--- src/rtl/morse_sequencer.sv ---
`default_nettype none
// ============================================================================
// Module   : morse_sequencer
// Brief    : Queued Morse transmitter for letters S..Z; a FIFO feeds a
//            LOAD/SEND sequencer that holds each symbol CYCLES_PER_SYMBOL
//            clocks. Define MORSE_LETTER_GAP_EN to add a 3-symbol silence
//            (GAP state) after every letter.
// Revision : 1.0 - initial release
// ============================================================================
module morse_sequencer #(
    parameter logic [31:0] CYCLES_PER_SYMBOL = 32'd25000000,
    parameter int          FIFO_DEPTH        = 4
) (
    input  logic                        clock,
    input  logic                        reset,
    input  logic                        letter_valid,
    input  logic [2:0]                  letter,
    output logic                        letter_ready,
    output logic                        morse_out,
    output logic                        busy,
    output logic [$clog2(FIFO_DEPTH):0] queue_count
);

    localparam int                 c_ptr_w  = $clog2(FIFO_DEPTH);
    localparam int                 c_cnt_w  = c_ptr_w + 1;
    localparam logic [c_cnt_w-1:0] c_depth  = c_cnt_w'(FIFO_DEPTH);
    localparam logic [31:0]        c_reload = CYCLES_PER_SYMBOL - 32'd1;

    localparam logic [1:0] c_st_idle = 2'd0;
    localparam logic [1:0] c_st_load = 2'd1;
    localparam logic [1:0] c_st_send = 2'd2;
`ifdef MORSE_LETTER_GAP_EN
    localparam logic [1:0] c_st_gap  = 2'd3;
`endif

    logic [2:0]         r_mem [FIFO_DEPTH];
    logic [c_ptr_w-1:0] r_wr_ptr;
    logic [c_ptr_w-1:0] r_rd_ptr;
    logic [c_cnt_w-1:0] r_count;
    logic [1:0]         r_state;
    logic [1:0]         w_next_state;
    logic [2:0]         r_letter;
    logic [13:0]        r_shift;
    logic [3:0]         r_remaining;
    logic [31:0]        r_sym_cnt;
    logic               w_push;
    logic               w_pop;
    logic               w_sym_end;
    logic               w_last;

    // Left-aligned patterns: after exactly L shifts the register is all zero.
    function automatic logic [13:0] f_pattern(input logic [2:0] code);
        case (code)
            3'd0:    f_pattern = 14'b10101000000000;
            3'd1:    f_pattern = 14'b11100000000000;
            3'd2:    f_pattern = 14'b10101110000000;
            3'd3:    f_pattern = 14'b10101011100000;
            3'd4:    f_pattern = 14'b10111011100000;
            3'd5:    f_pattern = 14'b11101010111000;
            3'd6:    f_pattern = 14'b11101011101110;
            default: f_pattern = 14'b11101110101000;
        endcase
    endfunction

    function automatic logic [3:0] f_length(input logic [2:0] code);
        case (code)
            3'd0:    f_length = 4'd5;
            3'd1:    f_length = 4'd3;
            3'd2:    f_length = 4'd7;
            3'd3:    f_length = 4'd9;
            3'd4:    f_length = 4'd9;
            3'd5:    f_length = 4'd11;
            3'd6:    f_length = 4'd13;
            default: f_length = 4'd11;
        endcase
    endfunction

    assign w_push    = letter_valid && letter_ready;
    assign w_pop     = (r_state == c_st_idle) && (r_count != '0);
    assign w_sym_end = (r_sym_cnt == 32'd0);
    assign w_last    = (r_remaining == 4'd1);

    always_ff @(posedge clock) begin
        if (w_push) begin
            r_mem[r_wr_ptr] <= letter;
        end
    end

    always_ff @(posedge clock) begin
        if (reset) begin
            r_wr_ptr <= '0;
            r_rd_ptr <= '0;
            r_count  <= '0;
        end else begin
            if (w_push) begin
                r_wr_ptr <= r_wr_ptr + c_ptr_w'(1);
            end
            if (w_pop) begin
                r_rd_ptr <= r_rd_ptr + c_ptr_w'(1);
            end
            case ({w_push, w_pop})
                2'b10:   r_count <= r_count + c_cnt_w'(1);
                2'b01:   r_count <= r_count - c_cnt_w'(1);
                default: r_count <= r_count;
            endcase
        end
    end

    always_ff @(posedge clock) begin
        if (reset) begin
            r_state <= c_st_idle;
        end else begin
            r_state <= w_next_state;
        end
    end

    always_comb begin
        w_next_state = r_state;
        case (r_state)
            c_st_idle: if (w_pop) w_next_state = c_st_load;
            c_st_load: w_next_state = c_st_send;
            c_st_send: begin
                if (w_sym_end && w_last) begin
`ifdef MORSE_LETTER_GAP_EN
                    w_next_state = c_st_gap;
`else
                    w_next_state = c_st_idle;
`endif
                end
            end
`ifdef MORSE_LETTER_GAP_EN
            c_st_gap: if (w_sym_end && w_last) w_next_state = c_st_idle;
`endif
            default: w_next_state = c_st_idle;
        endcase
    end

    always_comb begin
        letter_ready = (r_count != c_depth);
        busy         = (r_state != c_st_idle) || (r_count != '0);
        morse_out    = r_shift[13];
        queue_count  = r_count;
    end

    // The gap reuses the remaining-symbol counter to time three silent symbols.
    always_ff @(posedge clock) begin
        if (reset) begin
            r_letter    <= 3'd0;
            r_shift     <= 14'd0;
            r_remaining <= 4'd0;
            r_sym_cnt   <= 32'd0;
        end else begin
            case (r_state)
                c_st_idle: begin
                    if (w_pop) begin
                        r_letter <= r_mem[r_rd_ptr];
                    end
                end
                c_st_load: begin
                    r_shift     <= f_pattern(r_letter);
                    r_remaining <= f_length(r_letter);
                    r_sym_cnt   <= c_reload;
                end
                c_st_send: begin
                    if (w_sym_end) begin
                        r_shift   <= {r_shift[12:0], 1'b0};
                        r_sym_cnt <= c_reload;
`ifdef MORSE_LETTER_GAP_EN
                        r_remaining <= w_last ? 4'd3 : (r_remaining - 4'd1);
`else
                        r_remaining <= r_remaining - 4'd1;
`endif
                    end else begin
                        r_sym_cnt <= r_sym_cnt - 32'd1;
                    end
                end
`ifdef MORSE_LETTER_GAP_EN
                c_st_gap: begin
                    if (w_sym_end) begin
                        r_sym_cnt   <= c_reload;
                        r_remaining <= r_remaining - 4'd1;
                    end else begin
                        r_sym_cnt <= r_sym_cnt - 32'd1;
                    end
                end
`endif
                default: ;
            endcase
        end
    end

endmodule
`default_nettype wire
--- config.mk ---
export PLATFORM = sky130hd
export DESIGN_NAME = morse_sequencer
export DESIGN_NICKNAME = d
export VERILOG_FILES = /design/src/rtl/morse_sequencer.sv
export SDC_FILE = /design/constraint.sdc
export NUM_CORES = 1
export LEC_CHECK = 0
export CORE_UTILIZATION = 55
export CTS_BUF_LIST = sky130_fd_sc_hd__clkbuf_4
export CTS_CLUSTER_SIZE = 28
export DETAILED_ROUTE_END_ITERATION = 10
export GPL_TIMING_DRIVEN = 1
export PLACE_DENSITY = 0.81
export SYNTH_ARGS = -nofsm -noshare
export SYNTH_HDL_FRONTEND = slang
export SYNTH_SLANG_ARGS = --single-unit
export TNS_END_PERCENT = 20
--- constraint.sdc ---
create_clock -name clock -period 3.3 [get_ports clock]
set_input_delay 0.33 -clock clock [delete_from_list [all_inputs] [get_ports clock]]
set_output_delay 0.33 -clock clock [all_outputs]
set_load 0.01 [all_outputs]
==> impl_metrics.xml <==
<?xml version="1.0" encoding="UTF-8"?>
<metrics>
  <group name="run_status">
    <metric name="run_status" unit="">completed</metric>
  </group>
  <group name="global_routing">
    <metric name="grt_pass1_wl" unit="um">11600</metric>
    <metric name="maximum_number_of_pins_on_one_net_before_global_route_repair" unit="">43</metric>
    <metric name="grt_use_met2" unit="">0.390</metric>
    <metric name="grt_use_total" unit="">0.227</metric>
    <metric name="globalRouteOverflowTotal" unit="">0</metric>
    <metric name="vias_in_the_first_global_route" unit="">2564</metric>
    <metric name="number_of_antenna_violations_at_the_first_check_in_global_routing" unit="">0</metric>
    <metric name="top_usage_layer" unit="">met2</metric>
    <metric name="global_routing_usage_on_met1" unit="">0.276</metric>
    <metric name="groute.layer.met3.usage" unit="">0.0670</metric>
  </group>
  <group name="clock_network">
    <metric name="clock-root-buffer" unit="">clkbuf_4</metric>
    <metric name="tritoncts" unit="">done</metric>
    <metric name="numCtsBuffers" unit="">9</metric>
    <metric name="clock_latency" unit="ns">0.43</metric>
    <metric name="clock_input_transition_at_the_sequential_cells_of_the_worst_setup_and_hold_paths" unit="ns">0.12</metric>
    <metric name="postCtsResizedCells" unit="">0</metric>
    <metric name="total_of_hold_buffers_inserted_after_clock_tree_synthesis" unit="">0</metric>
    <metric name="max-clock-path-buffers" unit="">2</metric>
    <metric name="post-cts-setup-buffers" unit="">0</metric>
    <metric name="cts.sinks" unit="">73</metric>
    <metric name="htree_num_levels" unit="">3</metric>
  </group>
  <group name="final_layout">
    <metric name="fillers" unit="">507</metric>
    <metric name="syn2layout_area_growth" unit="%">9.63</metric>
    <metric name="layout.cells.most_common_list" unit="">dfxtp_1, nor2_1, nand2_1</metric>
    <metric name="commonest_non_fill_non_tap_cell_in_the_layout" unit="">dfxtp_1</metric>
    <metric name="antenna_cells_inserted" unit="">0</metric>
    <metric name="final_core_utilization" unit="">0.642</metric>
    <metric name="design.final.nets" unit="">407</metric>
    <metric name="drive_gt1_frac" unit="">0.0939</metric>
  </group>
  <group name="placement">
    <metric name="port_buffers" unit="">11</metric>
    <metric name="detailed_place_hpwl" unit="um">4810</metric>
    <metric name="gpl.final_weighted_congestion" unit="">0.775</metric>
    <metric name="pre_cts_ws" unit="ns">0.626</metric>
  </group>
  <group name="setup_path">
    <metric name="start_to_end_type_of_the_worst_setup_path" unit="">flop to flop</metric>
    <metric name="crit_path_end_kind" unit="">flop</metric>
    <metric name="timing.critical_path.fanout_max" unit="">14</metric>
    <metric name="cpLargestDelayFamily" unit="">simple AND/OR/NAND/NOR gates</metric>
    <metric name="path_cells" unit="">or4_1 -&gt; nor4_4 -&gt; a41oi_2 -&gt; a211o_1 -&gt; a21oi_1</metric>
    <metric name="required_worst_endpoint" unit="ns">3.65</metric>
    <metric name="slowest_stage" unit="">or4_1</metric>
    <metric name="start_kind" unit="">flop</metric>
    <metric name="timing.critical_path.slowest_cell_delay" unit="ns">0.64</metric>
    <metric name="worst-path-buf-inv" unit="">0</metric>
    <metric name="worstPathArrival" unit="ns">3.08</metric>
  </group>
  <group name="detailed_routing">
    <metric name="postRouteAntennaNets" unit="">0</metric>
    <metric name="wirelength" unit="um">6760</metric>
    <metric name="drt_first_iter_violations" unit="">132</metric>
    <metric name="vias_per_cell" unit="">5.59</metric>
    <metric name="route.detailed.wl_per_inst" unit="um">14.4</metric>
    <metric name="detailedRoute.firstPassIterationCount" unit="">4</metric>
    <metric name="dr_total_vias" unit="">2622</metric>
    <metric name="drc" unit="">0</metric>
  </group>
  <group name="timing">
    <metric name="final.min_clock_period" unit="ns">2.73</metric>
    <metric name="layout_setup_ws" unit="ns">0.572</metric>
    <metric name="post_route_setup_tns" unit="ns">0</metric>
    <metric name="maxClockFrequency" unit="GHz">0.367</metric>
    <metric name="rsz0062_at_grt" unit="">no</metric>
    <metric name="part_of_the_cycle_the_worst_path_needs" unit="">0.827</metric>
    <metric name="fin_worst_skew" unit="ns">0.0207</metric>
    <metric name="setup_violations" unit="">0</metric>
    <metric name="worst_margin_pin_slew" unit="ns">0.832</metric>
    <metric name="timing.slew.headroom" unit="">0.446</metric>
    <metric name="slew_viols_final" unit="">0</metric>
    <metric name="timing.final.hold_violations" unit="">0</metric>
  </group>
  <group name="synthesis">
    <metric name="netlist.top_cell.by_area" unit="">dfxtp_1</metric>
    <metric name="yosys_register_bits" unit="">73</metric>
    <metric name="syn-num-nets" unit="">401</metric>
    <metric name="synth.distinct_cells" unit="">50</metric>
    <metric name="synth_top_area_frac" unit="">0.342</metric>
    <metric name="async_flop_share" unit="">0</metric>
    <metric name="synth_sequential_area_ratio" unit="">0.443</metric>
    <metric name="synthTopCellsByArea" unit="">dfxtp_1, edfxtp_1, nor2_1</metric>
    <metric name="ys_dominant_reg_cell" unit="">dfxtp_1</metric>
    <metric name="netlist_area" unit="um^2">3570</metric>
    <metric name="ys.warnings.count" unit="">0</metric>
    <metric name="synth_edf_count" unit="">12</metric>
    <metric name="postSynthCellCount" unit="">383</metric>
    <metric name="synth.avg_cell_area" unit="um^2">9.33</metric>
  </group>
  <group name="power">
    <metric name="vdd_ir_drop_max" unit="mV">0.558</metric>
    <metric name="power.leakage" unit="uW">0.00145</metric>
    <metric name="power-per-cell-area" unit="nW/um^2">967</metric>
    <metric name="power" unit="uW">3790</metric>
  </group>
  <group name="min_path">
    <metric name="hold_class" unit="">flop to flop</metric>
  </group>
  <group name="die">
    <metric name="top_level_ports" unit="">12</metric>
    <metric name="die_h" unit="um">82.6</metric>
    <metric name="fp.dieArea" unit="um^2">6820</metric>
    <metric name="die_width" unit="um">82.6</metric>
    <metric name="rows" unit="">28</metric>
    <metric name="floorplan.core_area" unit="um^2">6100</metric>
    <metric name="initial_utilization" unit="">0.586</metric>
  </group>
  <group name="run">
    <metric name="max-cap-violations" unit="">0</metric>
  </group>
</metrics>
-- layout make-up --
| class | instances | area [um^2] | share of cell area |
|---|---|---|---|
| Sequential cell | 73 | 1580 | 0.404 |
| Inverter | 17 | 63.8 | 0.0163 |
| Timing Repair Buffer | 15 | 140 | 0.0358 |
| Multi-Input combinational cell | 273 | 1840 | 0.471 |
| Tap cell | 75 | 93.8 | 0.0240 |
| Clock inverter | 7 | 125 | 0.0319 |
| Clock buffer | 9 | 67.6 | 0.0173 |
-- synth_stat cells (11+ instances only) --
library cell	n
ha_1	11
o21ai_0	11
nor2_1	55
inv_1	16
nor3_1	12
nand2_1	26
edfxtp_1	12
a21oi_1	23
mux2i_1	14
xor2_1	13
xnor2_1	22
dfxtp_1	61
clkbuf_1	16
-- power by group --
group	switching, uW	total [uW]	internal (uW)
Clock	334	725	391
Combinational	923	1670	743
Sequential	258	1400	1140
Total	1520	3790	2270
-- per-stage QoR --
step	instance area [um^2]	cells	hold WS (ns)
3_5_place_dp	3720	453	0.447
6_report	3920	469	0.457
4_1_cts	3920	469	0.464
2_1_floorplan	3570	383	0.423
5_1_grt	3920	469	0.489
3_3_place_gp	3720	453	0.438
-- flip-flops by register name, indices dropped and copies added (netlist names) --
name and count:
r_shift 13, queue_count 3, r_sym_cnt 32, r_state 2
r_letter 3, r_rd_ptr 2, r_wr_ptr 2, r_remaining 4
r_mem 12
-- worst reg2reg max path, stage by stage, from the launching register on --
cell and delay, ns:
dfxtp_1 0.39, or4_1 0.64, nor4_4 0.50, a41oi_2 0.56, a211o_1 0.44, a21oi_1 0.13
-- per-layer routing --
metal	share of wire	up-vias
met3	0.028	6
met1	0.48	1240
met2	0.48	22
li1	-	1354
met5	0	-
met4	0.0086	0
-- cells by family (layout without fill, tap and decap cells) --
kind of cell	count (synthesis)	in the layout	share of synthesized area
AO/OA/AOI/OAI	54	54	0.0953
XOR/XNOR	35	35	0.0858
adder cells (fa/ha/maj)	12	12	0.0441
buffers and inverters	37	48	0.0410
flip-flops	73	73	0.443
multiplexers	17	17	0.0581
AND/OR/NAND/NOR	155	155	0.233
-- final timing paths --
path | from | endpoint | slack [ns] | cells past startpoint
max | r_sym_cnt[9] | r_remaining[1] | 0.57 | 5
min | r_shift[4] | r_shift[4] | 0.46 | 2
max reg2reg | r_sym_cnt[9] | r_remaining[1] | 0.57 | 5
min reg2reg | r_shift[4] | r_shift[4] | 0.46 | 2
(Power assumes the default switching activity.)
